`config.mk`:
```
export PLATFORM = sky130hd
export DESIGN_NAME = apb_spi_ctrl
export DESIGN_NICKNAME = d
export VERILOG_FILES = /design/src/rtl/apb_spi_ctrl_pkg.sv /design/src/rtl/apb_spi_regs.sv /design/src/rtl/apb_spi_ctrl.sv
export SDC_FILE = /design/constraint.sdc
export NUM_CORES = 1
export LEC_CHECK = 0
export ABC_AREA = 0
export BUFFER_PORTS_ARGS = -buffer_cell sky130_fd_sc_hd__clkbuf_2
export CAP_MARGIN = 5
export CORE_MARGIN = 10
export CORE_UTILIZATION = 38
export DETAILED_ROUTE_END_ITERATION = 6
export GPL_TIMING_DRIVEN = 0
export PLACE_DENSITY = 0.75
export SYNTH_ARGS = -nofsm -noshare
export SYNTH_HDL_FRONTEND = slang
export SYNTH_SLANG_ARGS = --single-unit
```
`constraint.sdc`:
```
create_clock -name clk -period 1.5 [get_ports clk]
set_input_delay 0.15 -clock clk [delete_from_list [all_inputs] [get_ports clk]]
set_output_delay 0.15 -clock clk [all_outputs]
set_load 0.005 [all_outputs]
```
`src/rtl/apb_spi_ctrl_pkg.sv`:
```
// Shared definitions for the APB-to-SPI bridge: word size, handshake levels,
// register offsets, STATUS/CTRL bit positions and the transfer FSM states.
package apb_spi_ctrl_pkg;

   localparam int WORD_LENGTH = 8;
   localparam logic SPI_READY = 1'b1;
   localparam logic APB_READY = 1'b1;

   localparam logic [3:0] ADDR_TXDATA = 4'h0;
   localparam logic [3:0] ADDR_RXDATA = 4'h4;
   localparam logic [3:0] ADDR_STATUS = 4'h8;
   localparam logic [3:0] ADDR_CTRL   = 4'hC;

   localparam int ST_TX_FULL  = 0;
   localparam int ST_RX_VALID = 1;
   localparam int ST_BUSY     = 2;
   localparam int ST_RX_OVR   = 3;
   localparam int CTRL_IRQ_EN = 0;

   typedef enum logic [1:0] {
      S_IDLE      = 2'd0,
      S_START     = 2'd1,
      S_WAIT_DONE = 2'd2,
      S_DRAIN     = 2'd3
   } spi_state_t;

endpackage

```
`src/rtl/apb_spi_regs.sv`:
```
// APB register decode: purely combinational, the access completes in the PSEL&PENABLE cycle.
// Never stalls (no wait states); illegal accesses raise PSLVERR and produce no update strobes.
module apb_spi_regs
   import apb_spi_ctrl_pkg::*;
(
   input  logic                   PSEL,
   input  logic                   PENABLE,
   input  logic                   PWRITE,
   input  logic [3:0]             PADDR,
   input  logic [31:0]            PWDATA,
   output logic [31:0]            PRDATA,
   output logic                   PSLVERR,
   input  logic                   tx_full,
   input  logic                   rx_valid,
   input  logic                   rx_ovr,
   input  logic                   busy,
   input  logic                   in_start,
   input  logic                   irq_en,
   input  logic [WORD_LENGTH-1:0] rx_reg,
   output logic                   tx_wr,
   output logic [WORD_LENGTH-1:0] tx_dat,
   output logic                   rx_rd,
   output logic                   ovr_clr,
   output logic                   ctrl_wr,
   output logic                   ctrl_dat
);

   logic access;
   logic unused_pwdata;

   assign access        = PSEL & PENABLE;
   assign tx_dat        = PWDATA[WORD_LENGTH-1:0];
   assign ctrl_dat      = PWDATA[CTRL_IRQ_EN];
   assign unused_pwdata = ^PWDATA[31:WORD_LENGTH];

   always_comb begin
      PRDATA  = '0;
      PSLVERR = 1'b0;
      tx_wr   = 1'b0;
      rx_rd   = 1'b0;
      ovr_clr = 1'b0;
      ctrl_wr = 1'b0;
      if (access && PWRITE) begin
         case (PADDR)
            // a new byte may replace tx_hold only in the cycle it is being launched
            ADDR_TXDATA: if (tx_full && !in_start) PSLVERR = 1'b1;
                         else                      tx_wr   = 1'b1;
            ADDR_RXDATA: PSLVERR = 1'b1;
            ADDR_STATUS: ovr_clr = PWDATA[ST_RX_OVR];
            ADDR_CTRL:   ctrl_wr = 1'b1;
            default:     ;
         endcase
      end else if (access) begin
         case (PADDR)
            ADDR_TXDATA: PSLVERR = 1'b1;
            ADDR_RXDATA: begin
               PRDATA = 32'(rx_reg);
               rx_rd  = 1'b1;
            end
            ADDR_STATUS: begin
               PRDATA[ST_TX_FULL]  = tx_full;
               PRDATA[ST_RX_VALID] = rx_valid;
               PRDATA[ST_BUSY]     = busy;
               PRDATA[ST_RX_OVR]   = rx_ovr;
            end
            ADDR_CTRL:   PRDATA[CTRL_IRQ_EN] = irq_en;
            default:     ;
         endcase
      end
   end

endmodule

```
`src/rtl/apb_spi_ctrl.sv`:
```
// APB slave driving one SPI master byte transfer at a time; TXDATA write to spi_start is 2 cycles
// when the master is ready. A second byte is held in tx_hold; further writes get PSLVERR.
module apb_spi_ctrl
   import apb_spi_ctrl_pkg::*;
(
   input  logic                   clk,
   input  logic                   rst,
   input  logic                   PSEL,
   input  logic                   PENABLE,
   input  logic                   PWRITE,
   input  logic [3:0]             PADDR,
   input  logic [31:0]            PWDATA,
   output logic [31:0]            PRDATA,
   output logic                   PREADY,
   output logic                   PSLVERR,
   output logic                   irq,
   output logic                   spi_start,
   output logic [WORD_LENGTH-1:0] spi_wdata,
   input  logic [WORD_LENGTH-1:0] spi_rdata,
   input  logic                   spi_rx_valid,
   input  logic                   spi_rdy_bsybar
);

   spi_state_t state, next_state;

   logic                   tx_full, rx_valid, rx_ovr, irq_en, busy;
   logic                   launch, capture;
   logic [WORD_LENGTH-1:0] tx_hold, rx_reg;
   logic                   tx_wr, rx_rd, ovr_clr, ctrl_wr, ctrl_dat;
   logic [WORD_LENGTH-1:0] tx_dat;

   apb_spi_regs u_regs (
      .PSEL     (PSEL),
      .PENABLE  (PENABLE),
      .PWRITE   (PWRITE),
      .PADDR    (PADDR),
      .PWDATA   (PWDATA),
      .PRDATA   (PRDATA),
      .PSLVERR  (PSLVERR),
      .tx_full  (tx_full),
      .rx_valid (rx_valid),
      .rx_ovr   (rx_ovr),
      .busy     (busy),
      .in_start (spi_start),
      .irq_en   (irq_en),
      .rx_reg   (rx_reg),
      .tx_wr    (tx_wr),
      .tx_dat   (tx_dat),
      .rx_rd    (rx_rd),
      .ovr_clr  (ovr_clr),
      .ctrl_wr  (ctrl_wr),
      .ctrl_dat (ctrl_dat)
   );

   assign PREADY = APB_READY;
   assign irq    = rx_valid & irq_en;

   always_ff @(posedge clk or posedge rst) begin
      if (rst) state <= S_IDLE;
      else     state <= next_state;
   end

   always_comb begin
      next_state = state;
      case (state)
         S_IDLE:      if (tx_full && (spi_rdy_bsybar == SPI_READY)) next_state = S_START;
         S_START:     next_state = S_WAIT_DONE;
         S_WAIT_DONE: if (spi_rx_valid)  next_state = S_DRAIN;
         S_DRAIN:     if (!spi_rx_valid) next_state = S_IDLE;
         default:     next_state = S_IDLE;
      endcase
   end

   always_comb begin
      spi_start = (state == S_START);
      busy      = (state != S_IDLE);
      launch    = (state == S_IDLE) && (next_state == S_START);
      capture   = (state == S_WAIT_DONE) && spi_rx_valid;
   end

   // spi_wdata loads on entry to START so the byte is stable while spi_start is high
   always_ff @(posedge clk or posedge rst) begin
      if (rst) begin
         tx_hold   <= '0;
         tx_full   <= 1'b0;
         spi_wdata <= '0;
         rx_reg    <= '0;
         rx_valid  <= 1'b0;
         rx_ovr    <= 1'b0;
         irq_en    <= 1'b0;
      end else begin
         if (tx_wr) tx_hold <= tx_dat;

         if (tx_wr)          tx_full <= 1'b1;
         else if (spi_start) tx_full <= 1'b0;

         if (launch) spi_wdata <= tx_hold;

         if (capture) rx_reg <= spi_rdata;

         if (capture)    rx_valid <= 1'b1;
         else if (rx_rd) rx_valid <= 1'b0;

         // a read racing the capture consumes the old byte, so it is not an overrun
         if (capture && rx_valid && !rx_rd) rx_ovr <= 1'b1;
         else if (ovr_clr)                  rx_ovr <= 1'b0;

         if (ctrl_wr) irq_en <= ctrl_dat;
      end
   end

endmodule

```
## After elaboration in Yosys (flattened, before gate mapping)

Index checks and enable logic that the tools add are counted.

| operators by class | value |
|---|---|
| equal/unequal tests | 7 |
| multiplexer cells | 30 |
| bitwise operators | 2 |
| reduce and logical (&&, ||, !) cells | 15 |

Operators by type and width:

| kind | count |
|---|---|
| 32-bit 2-to-1 mux | 2 |
| 1-bit 2-to-1 mux | 20 |
| 4-bit == test, second input constant | 2 |
| 2-bit case mux with 4 select lines | 1 |
| 2-bit nonzero test | 4 |
| 1-bit logical AND | 7 |
| 2-bit 2-to-1 mux | 3 |
| 3-bit case mux with 2 select lines | 1 |
| 2-bit by 1-bit == test with 1-bit output, second input constant | 2 |
| 2-bit == test, second input constant | 2 |
| 4-bit by 3-bit == test with 1-bit output, second input constant | 1 |
| 4-bit zero test | 1 |
| 4-bit 2-to-1 mux | 1 |
| 1-bit case mux with 3 select lines | 1 |
| 1-bit AND | 2 |
| 1-bit zero test | 2 |
| 2-bit zero test | 1 |
| 1-bit case mux with 2 select lines | 1 |

| storage, ports and cells | value |
|---|---|
| register bits | 30 |
| bits of input ports | 51 |
| output and inout port bits | 44 |
| word-level logic and storage cells | 62 |

## Depth between registers and ports, before layout

| depth | value |
|---|---|
| word-level depth | 7 |
| depth in mapped cells | 4 |
| depth with buffers taken out | 3 |

## Modules after synthesis

From an unflattened synthesis, not the netlist that was laid out.

| second synthesis, totals | value |
|---|---|
| cells, all modules | 137 |
| area total of the unflattened synthesis | 1580.3 um^2 |

Modules (own cells, without submodules):

| module | instances | cells each | area each (um^2) | seq. area each (um^2) |
|---|---|---|---|---|
| apb_spi_ctrl | 1 | 75 | 1151.1 | 750.7 |
| apb_spi_regs | 1 | 62 | 429.2 | 0.0 |

## Least setup slack after synthesis

Ideal clock, no wire load.

| timing | value |
|---|---|
| kind | register to register |
| from | reg state[1] |
| to | reg tx_hold[0] |
| setup time | 0.125 ns |
| arrival time | 1.489 ns |
| data required time | 1.375 ns |
| setup slack | -0.114 ns |
| stages on the path, launching flop included | 4 |
| buffers on the path | 0 |
| period minus slack after synthesis | 1.614 ns |
| cell sequence | dfrtp_1 > nand2b_4 > a2111oi_4 > mux2_2 |

| on the way | value |
|---|---|
| word-level cells in the longest chain between the ends | 6 |

RTL lines:

| item | RTL line | RTL |
|---|---|---|
| start, declared | apb_spi_ctrl.sv:24 | `spi_state_t state, next_state;` |
| start signal, assigned | apb_spi_ctrl.sv:60 | `else state <= next_state;` |
| 2-bit by 1-bit == test with 1-bit output | apb_spi_ctrl.sv:75 | `spi_start = (state == S_START);` |
| 1-bit zero test | apb_spi_regs.sv:46 | `ADDR_TXDATA: if (tx_full && !in_start) PSLVERR = 1'b1;` |
| 1-bit logical AND | apb_spi_regs.sv:46 |  |
| 1-bit 2-to-1 mux | apb_spi_regs.sv:46 |  |
| 1-bit 2-to-1 mux | apb_spi_regs.sv:44 | `case (PADDR)` |
| 1-bit 2-to-1 mux | apb_spi_regs.sv:43 | `if (access && PWRITE) begin` |
| end signal, assigned | apb_spi_ctrl.sv:92 | `if (tx_wr) tx_hold <= tx_dat;` |
| end, declared | apb_spi_ctrl.sv:28 | `logic [WORD_LENGTH-1:0] tx_hold, rx_reg;` |

Every way passes these cells.
A chain may end at the register's enable or synchronous reset.

## Worst setup path in the final report

| timing | value |
|---|---|
| from | reg state[1] |
| to | reg tx_hold[6] |

The elaborated chain is that of the path after synthesis.

==> run_results.csv <==
group,metric,value,unit
layout,antenna_cells,0,
drt,routed_wl,3.663,mm
grt,grt_max_degree,31,
layout,fillers,387,
setup_path,criticalPathCategory,"reg2reg",
synth,ys_ff_latch,30,
setup_path,cp_max_fo,4,
clock_tree,clock_sinks,30,
drt,firstDrtPassIters,3,
timing,tightest_slew,0.6191,ns
pwr,clockPowerShare,25.3,%
layout,fin_area,2123,um2
placement,dpl-instance-area,1907,um2
setup_path,worstPathArrival,1.71,ns
grt,use_met1,12.09,%
timing,setup_viol,8,
synth,synth-edff-count,0,
job,cap_violations,0,
synth,ys.flop_type,"dfrtp_1",
pwr,total_leakage_power,1.127,nW
pwr,sw_frac_of_total,27.03,%
timing,rsz0062_at_grt,"yes",
placement,gp_congestion,0.7709,
synth,netlist_area,1538,um2
layout,fin_nets,260,
setup_path,worstPathCellList,"nand2b_4, a2111oi_4, buf_4, mux2_4",
clock_tree,htree_levels,2,
synth,yosysSeqAreaShare,48.82,%
timing,max_freq,648.3,MHz
clock_tree,numCtsBuffers,5,
drt,ant_nets,0,
synth,syn_area_per_cell,12.01,um2
grt,grt_busiest_layer,"met2",
grt,grt-ovfl-total,0,
pwr,power_frac_comb,26.8,%
timing,finClkSkew,0.003138,ns
drt,wl_per_cell,14.14,um
die,io_pins,95,
setup_path,worst-path-buf-inv,1,
synth,yosysTopAreaCellShare,48.82,%
pwr,p_seq_share,47.9,%
timing,max_slew_margin,58.68,%
synth,yosys_warnings,0,
drt,route.detailed.drc,0,
pwr,powerDensity,1136,nW/um2
pwr,power.total,2.412,mW
timing,setup_tns,-0.2605,ns
synth,synthCells,128,
layout,syn2layout_area_growth,38.08,%
placement,post-dp-hpwl,2.721,mm
grt,use_met2,16.93,%
synth,yosysUniqueCellTypes,26,
die,start_util,38.72,%
pwr,p_int,1.760,mW
synth,synth_area_leaders,"dfrtp_1 49%, mux2_2 19%, buf_4 12%",
layout,finish.utilization,53.47,%
synth,synth_async_sr_flop_share,100.0,%
pwr,vdd_drop_max,0.6977,mV
die,die_area,6991,um2
timing,period_needed,1.543,ns
die,die_w,83.62,um
timing,period_share,102.8,%
synth,synth_largest_area_cell,"dfrtp_1",
timing,slew_viol_final,0,
timing,hold-worst-slack,0.09662,ns
clock_tree,root_buffer,"clkbuf_8",
clock_tree,clk_pin_slew,0.06,ns
setup_path,worstPathRequired,1.66,ns
setup_path,crit_family,"flip-flops",
grt,antenna_found_initial,0,
die,core_area,3971,um2
grt,grt.total_usage,10.77,%
drt,dr.first_iter.drc_count,36,
layout,drive_gt1_share,54.55,%
timing,timing.final.ws_setup,-0.04260,ns
die,rows,23,
setup_path,setup.worst_path.start_class,"register",
grt,grt_pass1_vias,1238,
setup_path,critPathCaptureType,"register",
min_path,hold_path.class,"in2reg",
placement,port_buffers,44,
grt,grt_first_pass_wirelength,6.147,mm
drt,via_per_inst,4.324,
setup_path,max_stage_delay,0.41,ns
clock_tree,cts_tree,"built",
clock_tree,clkLatencyLatePin,0.28,ns
die,die_h,83.62,um
run_status,status,"complete, but fails checks",
setup_path,cp_slowest_cell,"dfrtp_1",
grt,grt_util_met3,6.152,%
pwr,switchingPower,0.6519,mW
timing,finalHoldViolCount,0,
drt,vias,1120,
run_status,violations,"setup timing",
clock_tree,cts_buffer_depth,2,
power by group through the flow:
stage | sequential, mW | clock (mW) | combinational, mW
floorplan | 1.14 | 0 | 0.388
global placement | 1.16 | 0 | 0.518
detailed placement | 1.17 | 0 | 0.532
CTS | 1.15 | 0.627 | 0.639
global route | 1.18 | 0.670 | 0.714
finish | 1.16 | 0.610 | 0.647
per-stage QoR:
stage	setup slack (ns)	cells
after detailed placement	-0.3308	245
after CTS	-0.07337	257
after floorplan	-0.06102	151
final	-0.04260	259
after global routing	-0.08956	259
after global placement	-0.3074	245
cell usage in the layout (no fill, tap or decap), types with 2 or more instances in the layout:
cell      Yosys  final
nand2b_1      3      3
o21ai_0       3      3
clkbuf_8      0      5
a22oi_1       3      3
nand2_1       2      2
clkbuf_2      0     44
clkbuf_1      2      3
inv_1         3      3
mux2_4        0      8
dfrtp_1      30     30
a21oi_1       2      2
mux2_2       26     18
and2_1        5      5
nor2_1        4      4
buf_4        25     29
nand4_1       2      2
nor2b_1       5      5
conb_1        2     25
synth_stat cells, types with 2 or more instances:
cell      instances
dfrtp_1          30
nor2_1            4
inv_1             3
nand2b_1          3
o21ai_0           3
a21oi_1           2
buf_4            25
conb_1            2
mux2_2           26
nor2b_1           5
and2_1            5
a22oi_1           3
clkbuf_1          2
nand4_1           2
nand2_1           2
metal layers:
layer	share of wire (%)	wire (um)
met1	41	1517
met2	47	1722
met3	10	379
met4	1.2	43
met5	0	0
final cells by class:
class	instances	area [um2]	share of cell area [%]
plain buffers	26	191.4	9.016
clock buffers	7	76.32	3.595
inverters	3	11.26	0.5303
multi-input cells	91	711.9	33.53
flip-flops and latches	30	750.7	35.36
well taps	50	62.56	2.946
repair buffers	52	319.1	15.03
what timing repair did:
item	in CTS	in global routing
hold buffers	0	1
hold endpoints to repair	0	13
endpoints found under the setup margin	22	14
resized for setup	11	2
setup buffers	6	0
gates cloned	0	0
pin swaps	1	1
logic make-up (layout without fill, tap and decap cells):
| logic type | Yosys count | after routing | synth area share, % |
|---|---|---|---|
| other | 2 | 25 | 0.4884 |
| buffers and inverters | 30 | 88 | 13.43 |
| AOI/OAI and AO/OA | 12 | 12 | 6.428 |
| DFF | 30 | 30 | 48.82 |
| and+or+nand+nor | 28 | 28 | 11.80 |
| muxes | 26 | 26 | 19.04 |
worst paths after layout:
check                             startpoint  cells after the start           end  slack (ns)
worst max register to register      state[1]                      4    tx_hold[6]       -0.04
worst min register to register     rx_reg[6]                      1     rx_reg[6]        0.50
worst max-delay path                state[1]                      4    tx_hold[6]       -0.04
min in group asynchronous                rst                      3  spi_wdata[3]        0.47
max in group asynchronous                rst                      4      rx_valid        0.53
worst min-delay path            spi_rdata[3]                      2     rx_reg[3]         0.1
Note: power is estimated with default switching activity, not from simulation.
